--- config.mk ---
export PLATFORM = sky130hd
export DESIGN_NAME = party_computation_sched
export DESIGN_NICKNAME = d
export VERILOG_FILES = /design/src/rtl/party_computation_sched.sv
export SDC_FILE = /design/constraint.sdc
export NUM_CORES = 1
export LEC_CHECK = 0
export CORE_AREA = 2 2 272 274
export CTS_BUF_LIST = sky130_fd_sc_hd__clkbuf_4
export CTS_CLUSTER_DIAMETER = 150
export CTS_CLUSTER_SIZE = 8
export DETAILED_ROUTE_END_ITERATION = 10
export DIE_AREA = 0 0 274 276
export GPL_TIMING_DRIVEN = 1
export HOLD_SLACK_MARGIN = 0.06
export MAX_ROUTING_LAYER = met4
export PLACE_DENSITY = 0.64
export SLEW_MARGIN = 20
export SYNTH_ARGS = -nofsm -noshare
export SYNTH_HDL_FRONTEND = slang
export SYNTH_SLANG_ARGS = --single-unit
--- constraint.sdc ---
create_clock -name i_clk -period 2.5 [get_ports i_clk]
set_clock_uncertainty 0.05 [all_clocks]
set_input_delay 0.5 -clock i_clk [delete_from_list [all_inputs] [get_ports i_clk]]
set_output_delay 0.5 -clock i_clk [all_outputs]
set_load 0.01 [all_outputs]
--- src/rtl/party_computation_sched.sv ---
// Iteration scheduler for the MPC party-computation engine: per repetition it fetches (r, eps),
// runs the engine once and writes alpha/beta/v back to the response memory.
module party_computation_sched #(
  parameter int unsigned TAU = 17,
  parameter int unsigned T   = 3,
  localparam int unsigned IW = (TAU > 1) ? $clog2(TAU) : 1,
  localparam int unsigned CW = $clog2(2 * TAU),
  localparam int unsigned RW = $clog2(3 * TAU),
  localparam int unsigned DW = T * 32
) (
  input  logic          i_clk,
  input  logic          i_rst,
  input  logic          i_start,
  output logic          o_busy,
  output logic          o_done,
  output logic [IW-1:0] o_iter,
  output logic [CW-1:0] o_chal_addr,
  output logic          o_chal_rd,
  input  logic [DW-1:0] i_chal,
  output logic          o_pc_start,
  output logic [DW-1:0] o_pc_r,
  output logic [DW-1:0] o_pc_eps,
  input  logic          i_pc_done,
  input  logic [DW-1:0] i_pc_alpha,
  input  logic [DW-1:0] i_pc_beta,
  input  logic [DW-1:0] i_pc_v,
  output logic [RW-1:0] o_res_addr,
  output logic          o_res_wr,
  output logic [DW-1:0] o_res_data
);

  typedef enum logic [3:0] {
    StIdle, StRdR, StRdEps, StLatch, StStart, StWait, StWrA, StWrB, StWrV, StDone
  } state_e;

  state_e        state_q, state_d;
  logic [IW-1:0] e_q, e_d;
  logic [CW-1:0] chal_addr_q, chal_addr_d;
  logic [DW-1:0] pc_r_q, pc_r_d, pc_eps_q, pc_eps_d;
  logic [DW-1:0] beta_q, beta_d, v_q, v_d;
  logic [RW-1:0] res_addr_q, res_addr_d;
  logic [DW-1:0] res_data_q, res_data_d;

  logic [IW-1:0] e_next;
  logic [CW-1:0] e_c, e_next_c;
  logic [RW-1:0] e_r, e3;

  assign e_next   = e_q + IW'(1);
  assign e_c      = CW'(e_q);
  assign e_next_c = CW'(e_next);
  assign e_r      = RW'(e_q);
  assign e3       = e_r + e_r + e_r;

  always_comb begin
    state_d     = state_q;
    e_d         = e_q;
    chal_addr_d = chal_addr_q;
    pc_r_d      = pc_r_q;
    pc_eps_d    = pc_eps_q;
    beta_d      = beta_q;
    v_d         = v_q;
    res_addr_d  = res_addr_q;
    res_data_d  = res_data_q;
    unique case (state_q)
      StIdle: begin
        if (i_start) begin
          e_d         = '0;
          chal_addr_d = '0;
          state_d     = StRdR;
        end
      end
      StRdR: begin
        chal_addr_d = (e_c << 1) + CW'(1);
        state_d     = StRdEps;
      end
      StRdEps: begin
        pc_r_d  = i_chal;
        state_d = StLatch;
      end
      StLatch: begin
        pc_eps_d = i_chal;
        state_d  = StStart;
      end
      StStart: state_d = StWait;
      StWait: begin
        if (i_pc_done) begin
          // alpha goes straight into the write-data register; beta and v wait their turn
          res_addr_d = e3;
          res_data_d = i_pc_alpha;
          beta_d     = i_pc_beta;
          v_d        = i_pc_v;
          state_d    = StWrA;
        end
      end
      StWrA: begin
        res_addr_d = e3 + RW'(1);
        res_data_d = beta_q;
        state_d    = StWrB;
      end
      StWrB: begin
        res_addr_d = e3 + RW'(2);
        res_data_d = v_q;
        state_d    = StWrV;
      end
      StWrV: begin
        if (e_q == IW'(TAU - 1)) begin
          state_d = StDone;
        end else begin
          e_d         = e_next;
          chal_addr_d = e_next_c << 1;
          state_d     = StRdR;
        end
      end
      StDone:  state_d = StIdle;
      default: state_d = StIdle;
    endcase
  end

  always_ff @(posedge i_clk) begin
    if (i_rst) begin
      state_q     <= StIdle;
      e_q         <= '0;
      chal_addr_q <= '0;
      pc_r_q      <= '0;
      pc_eps_q    <= '0;
      beta_q      <= '0;
      v_q         <= '0;
      res_addr_q  <= '0;
      res_data_q  <= '0;
    end else begin
      state_q     <= state_d;
      e_q         <= e_d;
      chal_addr_q <= chal_addr_d;
      pc_r_q      <= pc_r_d;
      pc_eps_q    <= pc_eps_d;
      beta_q      <= beta_d;
      v_q         <= v_d;
      res_addr_q  <= res_addr_d;
      res_data_q  <= res_data_d;
    end
  end

  assign o_busy      = (state_q != StIdle);
  assign o_done      = (state_q == StDone);
  assign o_chal_rd   = (state_q == StRdR) || (state_q == StRdEps);
  assign o_pc_start  = (state_q == StStart);
  assign o_res_wr    = (state_q == StWrA) || (state_q == StWrB) || (state_q == StWrV);
  assign o_iter      = e_q;
  assign o_chal_addr = chal_addr_q;
  assign o_pc_r      = pc_r_q;
  assign o_pc_eps    = pc_eps_q;
  assign o_res_addr  = res_addr_q;
  assign o_res_data  = res_data_q;

endmodule

# --- Word-level counts from Yosys, hierarchy flattened ---
# Index checks and enable logic that the tools add are counted.
classes:
  n_mux: 14
  magnitude_cmp: 0
  div_mod_pow: 0
  n_reduce_logical: 13
  multipliers: 0
  bitwise_logic: 0
  eq_ne: 13
  add_sub_neg: 6
  n_shift: 0
ops:
  columns: ["cell", "count"]
  rows:
  - ["$pmux 96 s3", 1]
  - ["$mux 96", 1]
  - ["$pmux 4 s9", 1]
  - ["$pmux 6 s3", 2]
  - ["$mux 6", 3]
  - ["$eq 4x3->1 const B", 4]
  - ["$add 6x1->6 const B", 2]
  - ["$mux 4", 3]
  - ["$mux 5", 2]
  - ["$pmux 5 s2", 1]
  - ["$eq 4x2->1 const B", 2]
  - ["$eq 4x4->1 const B", 2]
  - ["$add 5x5->6", 1]
  - ["$add 6x2->6 const B", 1]
  - ["$add 6x5->6", 1]
  - ["$ne 2x2->1 const B", 3]
  - ["$reduce_and 2->1", 3]
  - ["$reduce_and 3->1", 2]
  - ["$reduce_bool 3->1", 2]
  - ["$add 5x1->5 const B", 1]
  - ["$eq 5x5->1 const B", 1]
  - ["$eq 4x1->1 const B", 1]
  - ["$logic_not 4->1", 1]
  - ["$reduce_bool 4->1", 1]
  - ["other kinds (2)", 4]
totals:
  ff_bits: 501
  in_bits: 388
  n_memories: 0
  ram_bits: 0
  rom_bits: 0
  latchBits: 0

# --- Logic depth before layout (Yosys ltp) ---
logic_depth:
  ltp_word: 4
  depth_mapped: 9
  mapped_depth_nobuf: 7

# --- Least setup slack after synthesis ---
# No wires, ideal clock.
synth_path:
  path_type: "register -> register"
  startpoint: "register e_q[1] (netlist: o_iter[1])"
  endpoint: "register res_addr_q[5] (netlist: o_res_addr[5])"
  setup_time_ps: 92
  path_buffers: 0
  arrival_time_ps: 1923
  slack_ps: 435
  required_time_ps: 2358
  path_stages_with_launch: 7
  path_cell_list: "dfxtp_1 -> ha_1 -> fa_1 -> ha_1 -> nand4b_1 -> o211a_1 -> nor4_1"
synth_via:
  elab_chain_len: 4
  word_cells_on_any_way: 6
synth_rtl:
  columns: ["item", "line_no", "rtl"]
  rows:
  - ["from (decl)", "37", "logic [IW-1:0] e_q, e_d;"]
  - ["from (signal assigned)", "122", "e_q <= '0;"]
  - ["from (signal assigned)", "132", "e_q <= e_d;"]
  - ["$add 5x5->6", "52", "assign e3 = e_r + e_r + e_r;"]
  - ["$add 6x5->6 (*)", "52", null]
  - ["$add 6x2->6, or another cell as far along", "101", "res_addr_d = e3 + RW'(2);"]
  - ["$pmux 6 s3 (*)", "64", "unique case (state_q)"]
  - ["to (signal assigned)", "138", "res_addr_q <= res_addr_d;"]
  - ["to (decl)", "41", "logic [RW-1:0] res_addr_q, res_addr_d;"]
# Mark *: on every way between the ends. The rest lies on a longest branch, timed or not. The select of a mux whose other input is x is not followed.
# A chain may end at the register's enable or synchronous reset.

# --- Worst setup path after layout ---
layout_path:
  startpoint: "register state_q[2]"
  endpoint: "output port o_res_wr"
layout_via:
  elab_chain_len: 3
  word_cells_on_any_way: 5
layout_rtl:
  columns: ["item", "line_no", "rtl"]
  rows:
  - ["from (decl)", "36", "state_e state_q, state_d;"]
  - ["from (signal assigned)", "121", "state_q <= StIdle;"]
  - ["from (signal assigned)", "131", "state_q <= state_d;"]
  - ["$eq 4x3->1", "147", "assign o_res_wr = (state_q == StWrA) || (state_q == StWrB) || (state_q == StWrV);"]
  - ["$logic_or 1x1->1", "147", null]
  - ["$logic_or 1x1->1 (*)", "147", null]
  - ["to (decl)", "28", "output logic o_res_wr,"]
# Mark *: on every way between the ends. The rest lies on a longest branch, timed or not.

==> metrics.yaml <==
timing:
  worstMarginPinSlew_ps: 833.5
  fmaxAchievable_ghz: 0.4010
  period_share_pct: 99.75
  fin_crit_ps: 2494
  maxSlewViolCount: 0
  relSlewSlack_pct: 44.44
  rsz0062_at_grt: "true"
  hold_viol: 0
  finalSetupViolCount: 0
grt:
  grt_max_degree: 104
  grt_antenna_before_repair: 7
  grt_usage_pct: 19.20
  grt_pass1_wl_um: 111200
  gr-total-overflow: 0
  grt_pass1_vias: 19210
placement:
  dp_cells: 3993
  place_hpwl_um: 50820
  place_area_um2: 27730
  gp_congestion: 0.8606
  io_buffers: 697
setup_path:
  cp_max_fo: 2
  crit_arrival_ps: 1940
  worst_r2r_path_depth: 6
  crit_slowest_cell: "or4b_4"
  path_cells: "or4b_4 -> nand2_4 -> buf_6"
  endpoint_kind: "primary output"
  cp.required_ps: 1950
  worstSetupPathDepth: 3
  r2r_slack_ps: 320
  cpPeakStageDelay_ps: 540
  cp-start-kind: "register"
  path_class: "register to primary output"
  crit_buf_inv: 1
  crit_family: "simple AND/OR/NAND/NOR gates"
status:
  outcome: "complete, no violations"
final_layout:
  area_growth_pct: 49.73
  fillers: 7428
  final_cells: 4151
  fin_util_pct: 40.17
  drive_gt1_share_pct: 5.934
  final_nets: 3576
  design_area_um2: 29160
synth:
  async_flop_share_pct: 0
  synth_area_leaders: "dfxtp_1, nand2_1, a21oi_1"
  synth_cells: 2481
  netlist.area_leader.share_pct: 51.51
  synth_cell_type_count: 48
  netlist_area_um2: 19470
  yosysTopAreaCell: "dfxtp_1"
  postSynthAreaPerCell_um2: 7.849
  yosysWarningCount: 0
  postSynthRegisterBits: 501
  synth_enable_flop_cells: 0
  ys_seq_area_share_pct: 51.51
  synth_top_flop_cell: "dfxtp_1"
  synth_most_common_cell: "nand2_1"
  synthTopCellsByCount: "nand2_1, dfxtp_1, a21oi_1"
  syn_nets: 2878
route:
  finalWirelength_um: 73280
  ant_nets: 0
  vias: 19440
  drt_iter0_drc: 1054
  drc: 0
  avgViaCountPerCell: 4.682
  wl_per_cell_um: 17.65
  drtPass1Iterations: 5
clock_network:
  h-tree-depth: 3
  clk_latency_ps: 830
  path_clk_slew_ps: 110
  clock_path_buffers: 3
  cts_sinks: 501
  cts-root-buf: "clkbuf_4"
  cts_buffers: 72
  cts_tree: "built"
power_and_ir_drop:
  vdd_drop_max_mv: 0.4094
  powerDensity_nw_per_um2: 538.5
  p_leak_nw: 9.636
die:
  die_w_um: 274
  start_util_pct: 26.83
  io_pins: 698
  die_height_um: 276
  rows: 99
  core_area_um2: 72590
  die_area_um2: 75620
run:
  maxCapViolations: 0
hold_path:
  min_path_cells: 3
  hold_class: "input pin to register"
[cell usage in the layout, fill, tap and decap left out, drive strengths merged, types with 8 or more instances in the layout]
cell / instances
dlygate4sd2: 11
dlygate4sd3: 61
o21ai: 10
a211oi: 100
nor2b: 97
a21oi: 401
clkdlybuf4s50: 680
a311oi: 97
ha: 8
buf: 83
nor2: 17
nand2: 983
clkbuf: 73
dfxtp: 501
inv: 8
[tightest hold or removal path: cells and delay by family]
| family | cells | cell delay (ps) |
|---|---|---|
| and+or+nand+nor | 1 | 60 |
| AOI/OAI and AO/OA | 1 | 60 |
| buffers and inverters | 1 | 400 |
[layer usage]
| metal | track usage, % | routed length [µm] | part of all wire, % |
|---|---|---|---|
| met5 | - | 0 | 0 |
| met4 | 7.037 | 2473 | 3.4 |
| met3 | 5.871 | 6089 | 8.3 |
| met2 | 31.69 | 34890 | 48 |
| met1 | 21.79 | 29830 | 41 |
[final timing paths]
| path | from | to |
|---|---|---|
| hold / removal | i_pc_v[56] | v_q[56] |
| setup / recovery | state_q[2] | o_res_wr |
| hold reg to reg | beta_q[33] | beta_q[33] |
| setup reg to reg | o_iter[1] | o_res_addr[5] |
[state kept, by name, indices dropped and copies added (netlist names)]
register / flops
state_q: 4
v_q: 96
o_res_data: 96
o_res_addr: 6
o_pc_r: 96
o_chal_addr: 6
beta_q: 96
o_iter: 5
o_pc_eps: 96
[layout make-up]
class                           instances  area (µm²)  share of cell area [%]
Timing Repair Buffer                  835        8603                   29.51
Tap cell                              959        1200                   4.116
Multi-Input combinational cell       1763        8615                   29.55
Clock buffer                           73       548.0                   1.880
Antenna cell                            7       17.52                 0.06008
Sequential cell                       501       10040                   34.43
Inverter                                6       22.52                 0.07725
Clock inverter                          7       110.1                  0.3777
[metrics by stage]
stage          hold WS [ps]  setup TNS, ps  power (mW)  worst slack [ps]
2_1_floorplan         381.8              0       9.556             435.1
3_3_place_gp          387.5              0       11.16             217.5
3_5_place_dp          391.7              0       11.16             225.2
4_1_cts               60.94         -376.2       15.94            -208.0
5_1_grt               109.8         -412.0       16.43            -149.5
6_report              178.3              0       15.70             6.249
[repair_timing]
item | CTS | global route
gates resized for setup | 54 | 7
buffers inserted | 1 | 9
hold buffers | 61 | 0
pin swaps | 1 | 3
setup endpoints to repair | 18 | 2
endpoints found under the hold margin | 91 | 0
[power by group]
| group | switching [mW] | internal [mW] | leakage, nW | total, mW |
|---|---|---|---|---|
| clock | 2.93 | 1.67 | 0.391 | 4.60 |
| combinational | 1.33 | 1.39 | 5.20 | 2.71 |
| sequential | 0.139 | 8.25 | 4.05 | 8.38 |
| total | 4.40 | 11.3 | 9.64 | 15.7 |
[logic make-up after synthesis]
logic type      share of synthesized area (%)
simple gates                            23.50
compound gates                          19.28
flops                                   51.51
buf+inv                                 4.652
fa+ha+maj                              0.6169
xor+xnor                               0.2699
mux                                    0.1671
No activity file was read; power rests on OpenSTA's default activity.
